File: src/rtl/seqsum_sink.sv
// rtl/seqsum_sink.sv - sink FIFO for seqsum words with per-sample delta, over-limit flag and sample counter
//
// Ports:
//   clk       rising-edge clock
//   rst       synchronous active-high reset
//   y/y_vld   input sum word and its valid; y_rdy = FIFO not full
//   lim       unsigned threshold; any accepted y > lim sets the sticky over flag
//   clr       clears over, cnt and the previous-sample history (FIFO untouched)
//   out_data  head-of-FIFO sum value
//   out_dlt   head-of-FIFO delta (y minus previous accepted y, mod 2^32)
//   out_vld   FIFO not empty; out_rdy pops the head
//   over      sticky over-limit flag
//   cnt       saturating count of accepted samples

module seqsum_sink #(
    parameter int DEPTH = 4,
    parameter int CNT_W = 16
) (
    input  logic             clk,
    input  logic             rst,
    input  logic [31:0]      y,
    input  logic             y_vld,
    output logic             y_rdy,
    input  logic [31:0]      lim,
    input  logic             clr,
    output logic [31:0]      out_data,
    output logic [31:0]      out_dlt,
    output logic             out_vld,
    input  logic             out_rdy,
    output logic             over,
    output logic [CNT_W-1:0] cnt
);

    localparam int AW = $clog2(DEPTH);
    localparam logic [AW:0] FULL_OCC = (AW + 1)'(DEPTH);

    logic [31:0]   mem_data [DEPTH];
    logic [31:0]   mem_dlt  [DEPTH];
    logic [AW-1:0] wr_ptr;
    logic [AW-1:0] rd_ptr;
    logic [AW:0]   occ;
    logic [31:0]   prev;
    logic          first;
    logic          push;
    logic          pop;
    logic [31:0]   delta;

    assign y_rdy    = (occ != FULL_OCC);
    assign out_vld  = (occ != '0);
    assign push     = y_vld && y_rdy;
    assign pop      = out_vld && out_rdy;
    assign out_data = mem_data[rd_ptr];
    assign out_dlt  = mem_dlt[rd_ptr];

    // A clr in the same cycle as a push restarts the history first,
    // so that sample is treated as the first one.
    assign delta = (first || clr) ? y : (y - prev);

    always_ff @(posedge clk) begin
        if (push) begin
            mem_data[wr_ptr] <= y;
            mem_dlt[wr_ptr]  <= delta;
        end
    end

    always_ff @(posedge clk) begin
        if (rst) begin
            occ    <= '0;
            wr_ptr <= '0;
            rd_ptr <= '0;
            prev   <= '0;
            first  <= 1'b1;
            over   <= 1'b0;
            cnt    <= '0;
        end else begin
            if (push) begin
                wr_ptr <= wr_ptr + 1'b1;
                prev   <= y;
            end
            if (pop) begin
                rd_ptr <= rd_ptr + 1'b1;
            end

            case ({push, pop})
                2'b10:   occ <= occ + 1'b1;
                2'b01:   occ <= occ - 1'b1;
                default: occ <= occ;
            endcase

            if (push) begin
                first <= 1'b0;
            end else if (clr) begin
                first <= 1'b1;
            end

            // clr then the coincident push: the push result wins over the clear
            if (push && (y > lim)) begin
                over <= 1'b1;
            end else if (clr) begin
                over <= 1'b0;
            end

            if (clr) begin
                cnt <= CNT_W'(push);
            end else if (push && (cnt != {CNT_W{1'b1}})) begin
                cnt <= cnt + 1'b1;
            end
        end
    end

endmodule

File: config.mk
export PLATFORM = sky130hd
export DESIGN_NAME = seqsum_sink
export DESIGN_NICKNAME = d
export VERILOG_FILES = /design/src/rtl/seqsum_sink.sv
export SDC_FILE = /design/constraint.sdc
export NUM_CORES = 1
export LEC_CHECK = 0
export ABC_AREA = 1
export BUFFER_PORTS_ARGS = -buffer_cell sky130_fd_sc_hd__buf_4
export CORE_ASPECT_RATIO = 0.9
export CORE_UTILIZATION = 49
export CTS_BUF_LIST = sky130_fd_sc_hd__clkbuf_2
export DETAILED_ROUTE_END_ITERATION = 7
export MAX_ROUTING_LAYER = met4
export PLACE_DENSITY = 0.68
export RECOVER_POWER = 100
export SLEW_MARGIN = 20
export SYNTH_ARGS = -nofsm -noshare
export SYNTH_HDL_FRONTEND = slang
export SYNTH_SLANG_ARGS = --single-unit
File: constraint.sdc
create_clock -name clk -period 5.45 [get_ports clk]
set_clock_uncertainty 0.2 [all_clocks]
set_input_delay 0.8175 -clock clk [delete_from_list [all_inputs] [get_ports clk]]
set_output_delay 0.8175 -clock clk [all_outputs]
set_load 0.02 [all_outputs]
# Word-level counts from Yosys, hierarchy flattened
# Memory sizes are Yosys's and may differ from the RTL's. A register that Yosys moved wholly into a read port is not among the register bits.
# Cells that the tools add are included.
# Widths: inputs -> output; s select.
# word_totals
wordCells	46
reg_bits	57
inputBits	69
ramBits	256
memories	2
out_inout_bits	83
# op_classes
muxes	14
order_cmp	1
n_eq_ne	4
n_reduce_logical	11
add_sub_neg	6
# memory_table
name	depth	word_bits	rd	rd_clocked_by_memory_dff	write_ports	line	rtl
mem_data	4	32	1	1	1	37	logic [31:0] mem_data [DEPTH];
mem_dlt	4	32	1	1	1	38	logic [31:0] mem_dlt [DEPTH];
# op_table
op	count
$gt 32x32->1	1
$mux 32	1
$sub 32x32->32	1
$add 16x1->16 const B	1
$ne 16x16->1 const B	1
$mux 1	8
$mux 2	4
$reduce_bool 2->1	4
$pmux 3 s2	1
$add 2x1->2 const B	2
$logic_and 1x1->1	4
$add 3x1->3 const B	1
$ne 3x3->1 const B	1
$reduce_bool 3->1	1
$sub 3x1->3 const B	1
$eq 2x1->1 const B	1
$eq 2x2->1 const B	1
$reduce_or 2->1	1
$logic_or 1x1->1	1

# Depth between registers and ports, before layout
# depth
ltp_word	5
mapped_depth	15
mapped_depth_nobuf	15

# Worst setup path before layout
# Ideal clock, no wire load.
# synth_path
path_kind	input to register
from	input port y_vld
to	memory mem_data[0][0] (enable)
slack_ns	0.940
n_path_buf	1
setup_ns	0.487
stages	3
required_ns	4.763
t_arrival_ns	3.823
path_cell_list	nand2_2 buf_1 nor2_1
# synth_between
elab_chain_len	3
# synth_lines
element	line	rtl
start: declaration	22	input logic y_vld,
$logic_and 1x1->1	50	assign push = y_vld && y_rdy;
$mux 1	60	if (push) begin
$mux 1 (not written as such)	61	mem_data[wr_ptr] <= y;
end: declaration	37	
# No other way between the ends.

# Worst setup path after layout
# layout_path
from	register occ[1]
to	memory mem_data[2][25] (enable)
# layout_between
elab_chain_len	4
# layout_lines
element	line	rtl
start: declaration	41	logic [AW:0] occ;
start signal: assignment	85	2'b10: occ <= occ + 1'b1;
start signal: assignment	86	2'b01: occ <= occ - 1'b1;
$ne 3x3->1	48	assign y_rdy = (occ != FULL_OCC);
$logic_and 1x1->1	50	
$mux 1	60	
$mux 1 (not written as such)	61	
# No other way between the ends.

==> results.txt <==
- The run finished, with violations left.
- Violations in the final reports: max-capacitance violations, max-slew violations
- Clock period minus worst slack: 4458 ps
* Distinct cells, synth: 39
- In the routed layout, each cell is associated on average with a via count of 5.233.
* Root buffer cell: clkbuf_2
- Yosys attributes the largest share of cell area to edfxtp_1 (50%), nand2_1 (8.2%), dfxtp_1 (7.7%).
- Worst-case clock buffer depth: 3
- Wire length per cell after detailed routing: 16.57 um
- The number of max-slew violations in the final report came to 267.
* Initial Util: 49.82%
* Post-route ant nets: 0
- The number of global-route vias before repair came to 11.59k.
* Number of fillers in the final layout: 2847
- Average instance area after synthesis: 9.259 sq um
* Max H-tree Level: 3
- Number of placement rows: 61
- The die covers 0.03214 sq mm.
- Timing analysis after detailed placement gives a worst setup slack of 2125 ps.
- The finished cells cover 0.01749 sq mm.
- In this run, synthesis produced a sequential element count of 315.
- Clock-pin slew was measured on the worst setup and hold paths at 110 ps.
* Sequential cell area fraction in the yosys report: 57.59%
- Ratio of cells with drive above 1 in the final layout: 9.737%
* Peak supply drop: 203.6 uV
* Total global-route track usage: 25.09%
- The first routing iteration left 897 violations.
- The analysis attributes to cell leakage a power of 7.229 nW.
* Nature of the critical path endpoint: flop
- Clock buffer count from CTS: 79
* Setup TNS after final layout: 0 ps
* Highest clock rate: 224.3 MHz
* Num ports: 152
- Cell area after placement: 0.01694 sq mm
* Period utilisation layout: 81.80%
* Wire length after detailed routing: 38.95 mm
- Entering global routing, the biggest net connects 95 pins.
- Worst endpoint required time: 5710 ps
- PnR worst setup slack: 992.1 ps
- The tightest min-delay check is of the input port to flop type.
* Latest clock arrival within the worst-skew pair: 880 ps
- TritonCTS built the clock tree.
* Cell types with the highest counts after synthesis: nand2_1 (338), edfxtp_1 (256), nor2_1 (204), inv_1 (203), o21ai_0 (189)
- In the synthesized netlist the async set-or-reset flop fraction comes to 0%.
- Summing internal, switching and leakage power gives 6.629 mW.
- Final hold violations: 0
- Classification of the worst setup path: flop to flop
* CP arrival: 4720 ps
- Unrepaired setup endpoints after global routing: no
- First-pass GRT wire length: 60.56 mm
- Worst Max-Slew Pin Slew: 3124 ps
* Leading register cell type out of synthesis: edfxtp_1
* Detailed-route via count: 12.30k
- Input and output buffers added on the ports amount to 151.
* Max Cap Viol: 5
- Setup violations remaining at the end of the flow were counted as 0.
- Slew Limit Headroom: -109.0%
- Summed over all layers, the global routing overflow is 0.
* Antenna violations before repair: 1
- Die W: 188.9 um
- Measured along the y axis, the die boundary spans 170.2 um.
- The pre-antenna-repair detailed-routing pass consisted of 5 iterations.
* PD cells: 379.0 mW/mm^2
- Routability congestion estimate: 0.9773
- For this run, the number of Yosys warnings is 0.
* Most frequent cell after synthesis: nand2_1
- Synthesized netlist net count: 1803
* Std-Cell Core Area: 0.03091 sq mm
- For this run, design rule violations remaining after detail routing come to 0.
* Clock Sink Count: 315
* Critical Path Fanout Max: 29
- Final nets: 2019
- Share of Yosys cell area claimed by the top area cell type: 49.92%
* Cell area after synthesis: 0.01540 sq mm
- Of all cell types, the one taking the most synthesized area is edfxtp_1.
* Crit start category: flop
- Half-perimeter wire length after placement: 25.43 mm
- From synthesis to final layout, the design area changed by 13.61%.
- Counting every instance in the synthesized netlist gives 1663.
* Number of enable flip-flop cells after synthesis: 256
## final timing paths
check / startpoint / endpoint / slack (ps) / cells past startpoint
worst max-delay path: occ[1]$_SDFFE_PP0P_ / mem_data[2][25]$_DFFE_PP_ / 990 / 5
worst min-delay path: clr / cnt[0]$_SDFFE_PP0P_ / 90 / 3
worst max register to register: occ[1]$_SDFFE_PP0P_ / mem_data[2][25]$_DFFE_PP_ / 990 / 5
worst min register to register: rd_ptr[0]$_SDFFE_PP0P_ / flop / 260 / 1
## power breakdown
part	leakage, nW	internal [mW]	switching [mW]
clock	0.546	0.617	0.947
sequential	2.84	2.89	0.0778
combinational	3.84	0.574	1.53
total	7.23	4.08	2.55
## metal layers
layer / vias to the layer above / wire length, um / share of wire (%) / GRT usage, %
met5: - / 0 / 0 / -
met4: 0 / 639 / 1.6 / 7.609
met3: 58 / 2620 / 6.7 / 3.650
met2: 456 / 16990 / 44 / 37.12
met1: 5678 / 18690 / 48 / 35.79
li1: 6111 / - / - / -
## flip-flops by register name (all words and copies together) (netlist names), named ones only
name	count
mem_dlt	128
first	1
prev	32
cnt	16
over	1
occ	3
rd_ptr	2
mem_data	128
wr_ptr	2
## worst max-delay path, stage by stage, from the launching register on
cell and delay, ps:
dfxtp_1 350, inv_1 80, nand3_1 120, nand2_1 120, nor2_1 2300, clkbuf_2 850
## per-stage QoR
step                      std cells  hold WS, ps  utilization [%]
after global placement         2177        246.9            54.80
after global routing           2351        14.20            56.60
after detailed placement       2177        252.0            54.80
after CTS                      2350        1.412            58.11
after floorplan                1663        233.1                -
final                          2351        89.72            56.60
## cells in the final DEF, fill, tap and decap left out, types with 6 or more instances in the layout
master	netlist	routed
nand4_1	9	9
clkbuf_2	0	118
dlygate4sd3_1	0	30
edfxtp_1	256	256
nand2_1	338	340
o21ai_0	189	189
buf_4	0	46
nand3_1	59	59
or2_2	6	6
xnor2_1	11	11
ha_1	69	69
o22ai_1	64	64
clkinv_1	2	24
nor2_1	204	201
nor3_1	6	6
inv_1	203	202
a21oi_1	93	94
clkbuf_1	47	116
dfxtp_1	59	58
## final cells by class
type | instances | area, sq um | share of cell area, %
sequential | 315 | 8872 | 50.72
multi-input combinational | 1079 | 5502 | 31.45
timing repair buffer | 196 | 1101 | 6.294
inverter | 208 | 783.3 | 4.477
clock buffer | 114 | 570.5 | 3.261
tap | 409 | 511.7 | 2.925
clock inverter | 29 | 151.4 | 0.8654
antenna | 1 | 2.502 | 0.01430
## logic make-up after synthesis
kind of cell	after synthesis	synth area share (%)
AO/OA/AOI/OAI	355	12.20
XOR/XNOR	15	0.8531
adder cells (fa/ha/maj)	71	5.867
buffers and inverters	269	6.736
flip-flops	315	57.59
AND/OR/NAND/NOR	638	16.75
## repair_timing
item / CTS / global route
setup buffers: 0 / 0
hold buffers: 30 / 0
hold endpoints to repair: 114 / 0
gates resized for setup: 0 / 0
Note: power is estimated with default switching activity, not from simulation.
